==> src/rtl/alu_ctrl_seq_if.sv <==
// ---------------------------------------------------------------------------
// alu_ctrl_seq_if
// Bundle of the decode-request / result handshake and the mul/div control
// strobes used by alu_ctrl_seq.
//
// Signals (direction seen from the decoder, i.e. the slave modport):
//   flush       in   kill any in-flight op
//   in_valid    in   decode request
//   in_ready    out  request accepted when high together with in_valid
//   alu_op      in   00 load/store, 01 branch, 10 R-type, 11 I-type
//   funct3      in   instruction funct3
//   funct7_5    in   instr[30]
//   funct7_0    in   instr[25] (M-extension select)
//   op4         in   opcode bit 4
//   out_valid   out  result valid
//   out_ready   in   consumer accepts the result
//   alu_ctrl    out  decoded control code (CTRL_W bits)
//   illegal     out  unsupported encoding
//   multicycle  out  result came from a MUL/DIV-group op
//   busy        out  decoder is waiting on the mul/div unit
//   mc_start    out  one-cycle start pulse to the mul/div unit
//   mc_abort    out  one-cycle abort pulse to the mul/div unit
// ---------------------------------------------------------------------------
interface alu_ctrl_seq_if #(
    parameter int CTRL_W = 5
) ();
    logic              flush;
    logic              in_valid;
    logic              in_ready;
    logic [1:0]        alu_op;
    logic [2:0]        funct3;
    logic              funct7_5;
    logic              funct7_0;
    logic              op4;
    logic              out_valid;
    logic              out_ready;
    logic [CTRL_W-1:0] alu_ctrl;
    logic              illegal;
    logic              multicycle;
    logic              busy;
    logic              mc_start;
    logic              mc_abort;

    // Decoder side.
    modport slave (
        input  flush, in_valid, alu_op, funct3, funct7_5, funct7_0, op4, out_ready,
        output in_ready, out_valid, alu_ctrl, illegal, multicycle, busy, mc_start, mc_abort
    );

    // Requester / consumer side.
    modport master (
        output flush, in_valid, alu_op, funct3, funct7_5, funct7_0, op4, out_ready,
        input  in_ready, out_valid, alu_ctrl, illegal, multicycle, busy, mc_start, mc_abort
    );
endinterface

==> src/rtl/alu_ctrl_seq.sv <==
// ---------------------------------------------------------------------------
// alu_ctrl_seq
// Decodes RV32I/RV32M ALU control from alu_op/funct fields and sequences the
// result through a valid/ready output register. MUL/DIV-group ops park the
// block in EXEC for a fixed latency while an external unit computes.
//
// Ports:
//   clk   in   single clock
//   rst   in   synchronous active-low reset
//   bus   slave modport of alu_ctrl_seq_if (handshakes, decode fields,
//             decoded outputs, mc_start/mc_abort strobes)
// ---------------------------------------------------------------------------
module alu_ctrl_seq #(
    parameter int CTRL_W  = 5,
    parameter int M_EN    = 1,
    parameter int MUL_LAT = 2,
    parameter int DIV_LAT = 33
) (
    input  logic                 clk,
    input  logic                 rst,
    alu_ctrl_seq_if.slave        bus
);

    localparam int MAX_LAT = (MUL_LAT > DIV_LAT) ? MUL_LAT : DIV_LAT;
    localparam int CNT_W   = $clog2(MAX_LAT + 1);

    // Counter reload values: the first EXEC cycle is already T+1.
    localparam logic [CNT_W-1:0] MUL_LOAD = CNT_W'(MUL_LAT - 1);
    localparam logic [CNT_W-1:0] DIV_LOAD = CNT_W'(DIV_LAT - 1);
    localparam logic [CNT_W-1:0] CNT_ZERO = CNT_W'(0);
    localparam logic [CNT_W-1:0] CNT_ONE  = CNT_W'(1);

    typedef enum logic {
        IDLE = 1'b0,
        EXEC = 1'b1
    } state_t;

    state_t            state_q, state_d;
    logic [CNT_W-1:0]  cnt_q, cnt_d;
    logic              out_valid_q, out_valid_d;
    logic [CTRL_W-1:0] alu_ctrl_q, alu_ctrl_d;
    logic              illegal_q, illegal_d;
    logic              multi_q, multi_d;
    logic              mc_start_q, mc_start_d;
    logic              mc_abort_q, mc_abort_d;

    logic              in_ready_s;
    logic              busy_s;
    logic              accept_s;
    logic [6:0]        dec_s;
    logic [4:0]        dec_code_s;
    logic              dec_ill_s;
    logic              dec_mc_s;

    // Returns {illegal, multicycle, code[4:0]}; illegal encodings yield ADD.
    function automatic logic [6:0] decode(
        input logic [1:0] op,
        input logic [2:0] f3,
        input logic       f75,
        input logic       f70,
        input logic       o4
    );
        logic [4:0] code;
        logic       ill;
        logic       mc;
        code = 5'b00000;
        ill  = 1'b0;
        mc   = 1'b0;
        case (op)
            2'b00: code = 5'b00000;
            2'b01: begin
                case (f3)
                    3'b000:  code = 5'b01100;
                    3'b001:  code = 5'b01101;
                    3'b100:  code = 5'b01000;
                    3'b101:  code = 5'b01001;
                    3'b110:  code = 5'b01010;
                    3'b111:  code = 5'b01011;
                    default: ill  = 1'b1;
                endcase
            end
            2'b10: begin
                if (f70) begin
                    if (M_EN != 0) begin
                        code = {2'b10, f3};
                        mc   = 1'b1;
                    end else begin
                        ill  = 1'b1;
                    end
                end else begin
                    case (f3)
                        3'b000:  code = f75 ? 5'b00001 : 5'b00000;
                        3'b001:  code = 5'b00110;
                        3'b010:  code = 5'b00101;
                        3'b011:  code = 5'b01111;
                        3'b100:  code = 5'b00100;
                        3'b101:  code = f75 ? 5'b01110 : 5'b00111;
                        3'b110:  code = 5'b00011;
                        3'b111:  code = 5'b00010;
                        default: ill  = 1'b1;
                    endcase
                end
            end
            2'b11: begin
                case (f3)
                    3'b000:  code = 5'b00000;
                    3'b001:  code = 5'b00110;
                    // op4=0 marks a non-OP-IMM opcode sharing funct3=010: plain add
                    3'b010:  code = o4 ? 5'b00101 : 5'b00000;
                    3'b011:  code = 5'b01111;
                    3'b100:  code = 5'b00100;
                    3'b101:  code = f75 ? 5'b01110 : 5'b00111;
                    3'b110:  code = 5'b00011;
                    3'b111:  code = 5'b00010;
                    default: ill  = 1'b1;
                endcase
            end
            default: ill = 1'b1;
        endcase
        return {ill, mc, code};
    endfunction

    // Field decode of the presented request.
    always_comb begin
        dec_s      = decode(bus.alu_op, bus.funct3, bus.funct7_5, bus.funct7_0, bus.op4);
        dec_ill_s  = dec_s[6];
        dec_mc_s   = dec_s[5];
        dec_code_s = dec_s[4:0];
    end

    // State register.
    always_ff @(posedge clk) begin
        if (!rst) begin
            state_q <= IDLE;
        end else begin
            state_q <= state_d;
        end
    end

    // Next-state logic.
    always_comb begin
        state_d = state_q;
        case (state_q)
            IDLE: begin
                if (accept_s && dec_mc_s) begin
                    state_d = EXEC;
                end else begin
                    state_d = IDLE;
                end
            end
            EXEC: begin
                // cnt<=1 rather than ==1 so a corrupted zero count cannot wedge EXEC
                if (bus.flush || (cnt_q <= CNT_ONE)) begin
                    state_d = IDLE;
                end else begin
                    state_d = EXEC;
                end
            end
            default: state_d = IDLE;
        endcase
    end

    // FSM outputs: handshake readiness and busy indication.
    always_comb begin
        in_ready_s = rst && (state_q == IDLE) && (!out_valid_q || bus.out_ready) && !bus.flush;
        busy_s     = (state_q == EXEC);
        accept_s   = bus.in_valid && in_ready_s;
    end

    // Output-register, latency-counter and strobe next values.
    always_comb begin
        cnt_d       = cnt_q;
        out_valid_d = out_valid_q;
        alu_ctrl_d  = alu_ctrl_q;
        illegal_d   = illegal_q;
        multi_d     = multi_q;
        mc_start_d  = 1'b0;
        mc_abort_d  = 1'b0;
        if (bus.flush) begin
            out_valid_d = 1'b0;
            cnt_d       = CNT_ZERO;
            mc_abort_d  = (state_q == EXEC);
        end else if (state_q == EXEC) begin
            if (cnt_q <= CNT_ONE) begin
                out_valid_d = 1'b1;
                cnt_d       = CNT_ZERO;
            end else begin
                cnt_d       = cnt_q - CNT_ONE;
            end
        end else if (accept_s) begin
            alu_ctrl_d = CTRL_W'(dec_code_s);
            illegal_d  = dec_ill_s;
            multi_d    = dec_mc_s;
            if (dec_mc_s) begin
                out_valid_d = 1'b0;
                mc_start_d  = 1'b1;
                // funct3[2] separates the DIV/REM group from the MUL group
                cnt_d       = bus.funct3[2] ? DIV_LOAD : MUL_LOAD;
            end else begin
                out_valid_d = 1'b1;
            end
        end else if (out_valid_q && bus.out_ready) begin
            out_valid_d = 1'b0;
        end else begin
            out_valid_d = out_valid_q;
        end
    end

    // Output register, latency counter and strobes.
    always_ff @(posedge clk) begin
        if (!rst) begin
            cnt_q       <= CNT_ZERO;
            out_valid_q <= 1'b0;
            alu_ctrl_q  <= {CTRL_W{1'b0}};
            illegal_q   <= 1'b0;
            multi_q     <= 1'b0;
            mc_start_q  <= 1'b0;
            mc_abort_q  <= 1'b0;
        end else begin
            cnt_q       <= cnt_d;
            out_valid_q <= out_valid_d;
            alu_ctrl_q  <= alu_ctrl_d;
            illegal_q   <= illegal_d;
            multi_q     <= multi_d;
            mc_start_q  <= mc_start_d;
            mc_abort_q  <= mc_abort_d;
        end
    end

    assign bus.in_ready   = in_ready_s;
    assign bus.busy       = busy_s;
    assign bus.out_valid  = out_valid_q;
    assign bus.alu_ctrl   = alu_ctrl_q;
    assign bus.illegal    = illegal_q;
    assign bus.multicycle = multi_q;
    assign bus.mc_start   = mc_start_q;
    assign bus.mc_abort   = mc_abort_q;

endmodule

==> src/flat_wrapper.sv <==
// flat-port wrapper written by rule: the top's interface ports become plain ports
module alu_ctrl_seq_flat 
#(
    parameter int CTRL_W  = 5,
    parameter int M_EN    = 1,
    parameter int MUL_LAT = 2,
    parameter int DIV_LAT = 33
)
  (clk, rst, bus_flush, bus_in_valid, bus_alu_op, bus_funct3, bus_funct7_5, bus_funct7_0, bus_op4, bus_out_ready, bus_in_ready, bus_out_valid, bus_alu_ctrl, bus_illegal, bus_multicycle, bus_busy, bus_mc_start, bus_mc_abort);
  alu_ctrl_seq_if #(.CTRL_W(CTRL_W)) bus_i ();
  input  logic clk;
  input  logic rst;
  input wire logic [$bits(bus_i.flush)-1:0] bus_flush;
  input wire logic [$bits(bus_i.in_valid)-1:0] bus_in_valid;
  input wire logic [$bits(bus_i.alu_op)-1:0] bus_alu_op;
  input wire logic [$bits(bus_i.funct3)-1:0] bus_funct3;
  input wire logic [$bits(bus_i.funct7_5)-1:0] bus_funct7_5;
  input wire logic [$bits(bus_i.funct7_0)-1:0] bus_funct7_0;
  input wire logic [$bits(bus_i.op4)-1:0] bus_op4;
  input wire logic [$bits(bus_i.out_ready)-1:0] bus_out_ready;
  output wire logic [$bits(bus_i.in_ready)-1:0] bus_in_ready;
  output wire logic [$bits(bus_i.out_valid)-1:0] bus_out_valid;
  output wire logic [$bits(bus_i.alu_ctrl)-1:0] bus_alu_ctrl;
  output wire logic [$bits(bus_i.illegal)-1:0] bus_illegal;
  output wire logic [$bits(bus_i.multicycle)-1:0] bus_multicycle;
  output wire logic [$bits(bus_i.busy)-1:0] bus_busy;
  output wire logic [$bits(bus_i.mc_start)-1:0] bus_mc_start;
  output wire logic [$bits(bus_i.mc_abort)-1:0] bus_mc_abort;
  assign bus_i.flush = bus_flush;
  assign bus_i.in_valid = bus_in_valid;
  assign bus_i.alu_op = bus_alu_op;
  assign bus_i.funct3 = bus_funct3;
  assign bus_i.funct7_5 = bus_funct7_5;
  assign bus_i.funct7_0 = bus_funct7_0;
  assign bus_i.op4 = bus_op4;
  assign bus_i.out_ready = bus_out_ready;
  assign bus_in_ready = bus_i.in_ready;
  assign bus_out_valid = bus_i.out_valid;
  assign bus_alu_ctrl = bus_i.alu_ctrl;
  assign bus_illegal = bus_i.illegal;
  assign bus_multicycle = bus_i.multicycle;
  assign bus_busy = bus_i.busy;
  assign bus_mc_start = bus_i.mc_start;
  assign bus_mc_abort = bus_i.mc_abort;
  alu_ctrl_seq #(.CTRL_W(CTRL_W), .M_EN(M_EN), .MUL_LAT(MUL_LAT), .DIV_LAT(DIV_LAT)) u_core (.clk(clk), .rst(rst), .bus(bus_i));
endmodule
==> config.mk <==
export PLATFORM = sky130hd
export DESIGN_NAME = alu_ctrl_seq_flat
export DESIGN_NICKNAME = d
export VERILOG_FILES = /design/src/rtl/alu_ctrl_seq_if.sv /design/src/rtl/alu_ctrl_seq.sv /design/src/flat_wrapper.sv
export SDC_FILE = /design/constraint.sdc
export NUM_CORES = 1
export LEC_CHECK = 0
export CAP_MARGIN = 40
export CORE_UTILIZATION = 44
export CTS_CLUSTER_SIZE = 16
export DETAILED_ROUTE_END_ITERATION = 12
export GPL_ROUTABILITY_DRIVEN = 0
export GPL_TIMING_DRIVEN = 0
export MAX_ROUTING_LAYER = met4
export PLACE_DENSITY = 0.77
export SYNTH_ARGS = -nofsm -noshare
export SYNTH_HDL_FRONTEND = slang
export SYNTH_SLANG_ARGS = --single-unit
==> constraint.sdc <==
create_clock -name clk -period 1.5 [get_ports clk]
set_input_delay 0.45 -clock clk [delete_from_list [all_inputs] [get_ports clk]]
set_output_delay 0.45 -clock clk [all_outputs]
set_load 0.03 [all_outputs]
==> flow_summary.toml, run 1 <==
[cts]
cts_buffer_depth = 2
cts_root_buffer = "clkbuf_4"
clk_latency_ns = 0.30
cts_made_buffers = 3
cts_hold_buf = 0
path_clk_slew_ns = 0.10
cts_tree = "done"
cts.sinks = 17
h-tree-depth = 1

[worst_setup_path]
worstRegToRegCells = 5
startpoint_type = "register"
cp-startpoint = "u_core.bus.busy"
r2r_setup_slack_ns = -0.02
worstReg2RegEnd = "u_core.cnt_q[0]"
critPathKind = "reg -> out"
r2r_start = "u_core.cnt_q[4]"
worst_ep_arrival_time_ns = 1.17
critPathCaptureType = "primary output"
crit_fanout = 6
critical_path_required_ns = 1.05

[place]
place_inst = 177
place_hpwl_mm = 1.684
placed_area_um2 = 1321
dp_slack_ns = -1.137
portBuffers = 21

[flow_run]
maxCapViolations = 0

[die]
dieArea_um2 = 2574
dieWidth_um = 50.73
design.core.area_um2 = 2233
start_util_pct = 46.78
die_h_um = 50.73
rows = 17
ioPinCount = 25

[sta]
finalCritPeriodShare_pct = 107.9
drv_slew = 0
setup_ws_ns = -0.1186
min_period_ns = 1.619
hold_viol_final = 0
finalSetupViolCount = 3
timing.hold.ws_ns = 0.4563
final.setup_skew_ns = 0.002005
fmax_mhz = 617.8
worst_pin_slew_ns = 0.5581
grt_setup_unrepaired = "true"
slew_headroom_pct = 62.59
setup_tns_ns = -0.1518

[synthesis]
yosysWarnings = 0
postSynthCellCount = 128
synth_ff_type = "dfxtp_1"
postSynthAreaPerCell_um2 = 8.162
post_synth_instance_area_um2 = 1045
synth-seq-area-share_pct = 32.57
synth-edff-count = 0
yosys_register_bits = 17
synthArstFlopShare_pct = 0
syn_nets = 143
ys_types = 44

[drt]
drt_wl_total_mm = 2.851
ant_nets = 0
wl_per_cell_um = 14.77
route.detailed.drc = 0
drtIter0Drc = 33
viasPerCell = 5.767
via_count = 1113
first_pass_iters = 4

[min_path]
hold_path_depth = 2
hp-class = "in -> reg"
hold_start = "bus_flush"
min_to = "u_core.bus.mc_abort"

[layout]
fillers = 168
area_growth_syn_to_layout_pct = 44.79
final_cells = 193
drive_gt1_share_pct = 34.55
regArea_um2 = 354.1
fin_area_um2 = 1513
nets = 181
multi_input_area_um2 = 714.4
diodes = 0

[global_route]
grt_overflow = 0
grt_pass1_vias = 940
grt_start_max_net_pins = 11
antenna_found_initial = 0
grt_first_pass_wirelength_mm = 4.133
grt_usage_pct = 22.37

[power]
p_leak_nw = 0.6359
max-vdd-ir-drop_uv = 393.7
powerDensity_nw_per_um2 = 595.6

[outcome]
violations = "negative setup slack"
outcome = "finished, violations left"
-- cell families after synthesis --
family / share of synthesized area [%]
AOI/OAI and AO/OA: 27.43
DFF: 32.58
xor gates and xnor gates: 1.677
and+or+nand+nor: 29.10
buffers and inverters: 6.826
adders and majority gates: 2.395
-- power breakdown --
part,switching [mW],internal (mW)
logic,0.106,0.0841
registers,0.00527,0.454
clock network,0.147,0.104
total,0.259,0.642
-- per-stage QoR --
step | util, % | total power, mW
finish | 67.73 | 0.9010
global route | 67.73 | 0.9381
CTS | 62.75 | 0.8975
detailed placement | 59.16 | 0.6516
global placement | 59.16 | 0.6493
floorplan | - | 0.5858
-- cells in the mapped netlist, types with 2 or more instances --
| library cell | instances | area [µm²] |
|---|---|---|
| dfxtp_1 | 17 | 340.3 |
| nor2_1 | 15 | 56.30 |
| a21oi_1 | 14 | 70.07 |
| inv_1 | 9 | 33.78 |
| o21ai_0 | 9 | 45.04 |
| nand2_1 | 6 | 22.52 |
| clkbuf_1 | 4 | 15.01 |
| nor2b_1 | 4 | 25.02 |
| nor3_1 | 4 | 20.02 |
| a31oi_1 | 3 | 18.77 |
| buf_2 | 3 | 15.01 |
| nor3_2 | 3 | 30.03 |
| a32oi_1 | 2 | 17.52 |
| ha_1 | 2 | 25.02 |
| nand2b_1 | 2 | 12.51 |
| nand4_1 | 2 | 12.51 |
| nor2_2 | 2 | 12.51 |
-- cell type report --
| type | instances | share of cell area, % |
|---|---|---|
| Sequential cell | 17 | 23.41 |
| Multi-Input combinational cell | 94 | 47.23 |
| Buffer | 7 | 4.218 |
| Timing Repair Buffer | 34 | 18.86 |
| Clock buffer | 4 | 1.737 |
| Tap cell | 28 | 2.316 |
| Inverter | 9 | 2.233 |
-- placed cells by master (no fill, tap or decap), types with 2 or more instances in the layout --
master	synthesis	routed
o21ai_0	9	9
dfxtp_1	17	12
inv_1	9	7
buf_6	0	2
inv_2	0	2
clkbuf_4	0	3
buf_4	1	13
nor2_1	15	13
clkbuf_8	0	2
a31oi_1	3	3
nand3b_4	1	2
a32oi_1	2	2
buf_2	3	3
clkbuf_2	0	4
dfxtp_2	0	2
nor2b_4	1	2
dlygate4sd2_1	0	6
clkdlybuf4s15_2	0	2
nor2_2	2	2
nor2b_1	4	3
nand4_1	2	2
clkdlybuf4s15_1	0	5
nand2_1	6	6
a21oi_1	14	13
dfxtp_4	0	3
nor3_1	4	3
nor2_4	0	2
clkbuf_1	4	2
nor3_4	0	3
-- critical path, stage by stage (launching register included) --
cell and delay (ns):
dfxtp_4 0.38, buf_8 0.13, nor3_4 0.20, buf_6 0.16
-- routing by layer --
layer	vias up	share of wire, %	global-route usage [%]	wire length (µm)
met4	0	2.5	8.796	70
li1	536	-	-	-
met2	36	51	38.00	1452
met1	533	42	25.09	1202
met3	8	4.4	5.455	126
met5	-	0	-	0
-- how the worst max path moves through the flow --
stage | cells after the start | to
final | 3 | bus_in_ready
after global routing | 3 | bus_in_ready
after CTS | 5 | bus_in_ready
after detailed placement | 6 | bus_in_ready
after global placement | 6 | bus_in_ready
after floorplan | 4 | bus_in_ready
-- repair_timing --
item | in CTS | in global routing
pin swaps | 5 | 7
resized for setup | 41 | 37
setup buffers | 4 | 9
setup endpoints to repair | 27 | 22
-- state kept, by name, summed over array words and instances, names as in the netlist --
signal	cells
u_core.cnt_q	6
u_core.bus.out_valid	1
u_core.bus.mc_abort	1
u_core.bus.mc_start	1
u_core.bus.illegal	1
u_core.bus.multicycle	1
u_core.bus.busy	1
u_core.bus.alu_ctrl	5
No activity file was read; power rests on OpenSTA's default activity.
==> inputs of run 2 (changes only) <==
Settings changed: CORE_UTILIZATION 44 to 48, PLACE_DENSITY 0.77 to 0.8.
Clock period 1.5 ns to 1.68 ns, I/O delays scaled along.
==> run 2 against run 1 <==
Against the previous run:
- the run now ends clean
- non-clock buffer count down 2
- sequential share of layout area is 0.19 points higher
- clock-buffer cell count did not move
- total power down 11%
- final cell count shrank 1.6%
- wire length is 13% lower
- critical path type is now in -> out
- critical endpoint unchanged
- highest routed layer unchanged
==> flow_summary.toml, run 2 (synthesis gave the netlist of run 1 again) <==
[global_route]
grt_usage_pct = 23.84
grt_first_pass_wirelength_mm = 4.298
top_usage_layer = "met2"
use_met3_pct = 5.660
gr-usage-met1_pct = 27.63
grt_start_max_net_pins = 11
grt_pass1_vias = 999
grtUsageMet2_pct = 40.51
antenna_found_initial = 0
grt_overflow = 0

[cts]
cts_buffer_depth = 2
clk_latency_ns = 0.28
cts_made_buffers = 3
cts_hold_buf = 0
path_clk_slew_ns = 0.09
cts_root_buffer = "clkbuf_4"
h-tree-depth = 1
cts.sinks = 17
cts_tree = "done"

[worst_setup_path]
slowest_delay_ns = 0.21
crit_fanout = 4
crit_path_cell_trace = "clkdlybuf4s15_2, nand2b_4, nor3_4, buf_6"
critical_path_required_ns = 1.18
startpoint_type = "primary input"
r2r_setup_slack_ns = 0.14
critPathCaptureType = "primary output"
worst_ep_arrival_time_ns = 1.14
critical_path.slowest_cell = "clkdlybuf4s15_2"
critPathKind = "in -> out"

[place]
placed_area_um2 = 1303
place_inst = 176
dp_slack_ns = -1.149
place_hpwl_mm = 1.745
portBuffers = 21

[drt]
ant_nets = 0
viasPerCell = 5.563
drt_wl_total_mm = 2.468
wl_per_cell_um = 12.99
drtIter0Drc = 30
via_count = 1057
first_pass_iters = 4
route.detailed.drc = 0

[layout]
fin_area_um2 = 1453
postLayoutCoreUtil_pct = 72.56
largest_reg_flops = 6
nets = 179
regArea_um2 = 342.8
top_register = "u_core.cnt_q"
fillers = 160
diodes = 0
final_common_cell = "dfxtp_1"
area_growth_syn_to_layout_pct = 39.04
mostFrequentLayoutCells = "dfxtp_1, a21oi_1, dlygate4sd2_1"
final_cells = 190
drive_gt1_share_pct = 25.77
multi_input_area_um2 = 679.4

[sta]
hold_viol_final = 0
finalSetupViolCount = 0
grt_setup_unrepaired = "true"
slew_headroom_pct = 75.26
setup_tns_ns = 0
drv_slew = 0
setup_ws_ns = 0.03539
min_period_ns = 1.645
worst_pin_slew_ns = 0.3683
final.setup_skew_ns = 0.002403
finalCritPeriodShare_pct = 97.89
fmax_mhz = 608.0

[die]
dieArea_um2 = 2367
die_h_um = 48.66
rows = 16
design.core.area_um2 = 2002
start_util_pct = 52.19
ioPinCount = 25
dieWidth_um = 48.66

[power]
p_leak_nw = 0.6399
powerDensity_nw_per_um2 = 548.9
max-vdd-ir-drop_uv = 511.3

[flow_run]
maxCapViolations = 0

[outcome]
outcome = "finished clean"

[min_path]
hp-class = "reg -> reg"
-- run 2: area by class of cell --
cell class / count / share of cell area [%]
inverters: 9 / 2.326
flip-flops and latches: 17 / 23.60
multi-input cells: 94 / 46.77
clock buffers: 4 / 1.809
well taps: 27 / 2.326
plain buffers: 7 / 4.048
repair buffers: 32 / 19.12
-- run 2: report_power, final --
group / internal (mW) / leakage [nW] / switching (mW)
logic: 0.0777 / 0.486 / 0.0944
clock network: 0.0922 / 0.0150 / 0.119
registers: 0.410 / 0.139 / 0.00423
-- run 2: per-stage QoR --
| step | total power [mW] | hold slack, ns |
|---|---|---|
| after floorplan | 0.5191 | 0.4663 |
| after global placement | 0.5757 | 0.4498 |
| after detailed placement | 0.5794 | 0.4732 |
| after CTS | 0.7949 | 0.4819 |
| after global routing | 0.8425 | 0.4935 |
| final | 0.7974 | 0.4828 |
-- run 2: final timing paths --
path / from / cells after the start / endpoint
hold / removal: u_core.bus.illegal / 2 / u_core.bus.illegal
setup / recovery: bus_flush / 4 / bus_in_ready
hold reg to reg: u_core.bus.illegal / 2 / u_core.bus.illegal
setup reg to reg: u_core.bus.out_valid / 6 / u_core.cnt_q[5]
-- run 2: what timing repair did --
action / CTS / global route
setup endpoints to repair: 22 / 11
pin swaps: 1 / 2
hold endpoints to repair: 0 / 0
resized for setup: 37 / 15
setup buffers: 4 / 7
-- run 2: worst max-delay path, delay by kind of cell --
family | cells | cell delay (ns)
buffers and inverters | 2 | 0.36
AND/OR/NAND/NOR | 2 | 0.28
-- run 2: routing by layer --
metal | vias up | share of wire, %
met5 | - | 0
met3 | 2 | 5.1
li1 | 532 | -
met1 | 494 | 45
met4 | 0 | 0.65
met2 | 29 | 49
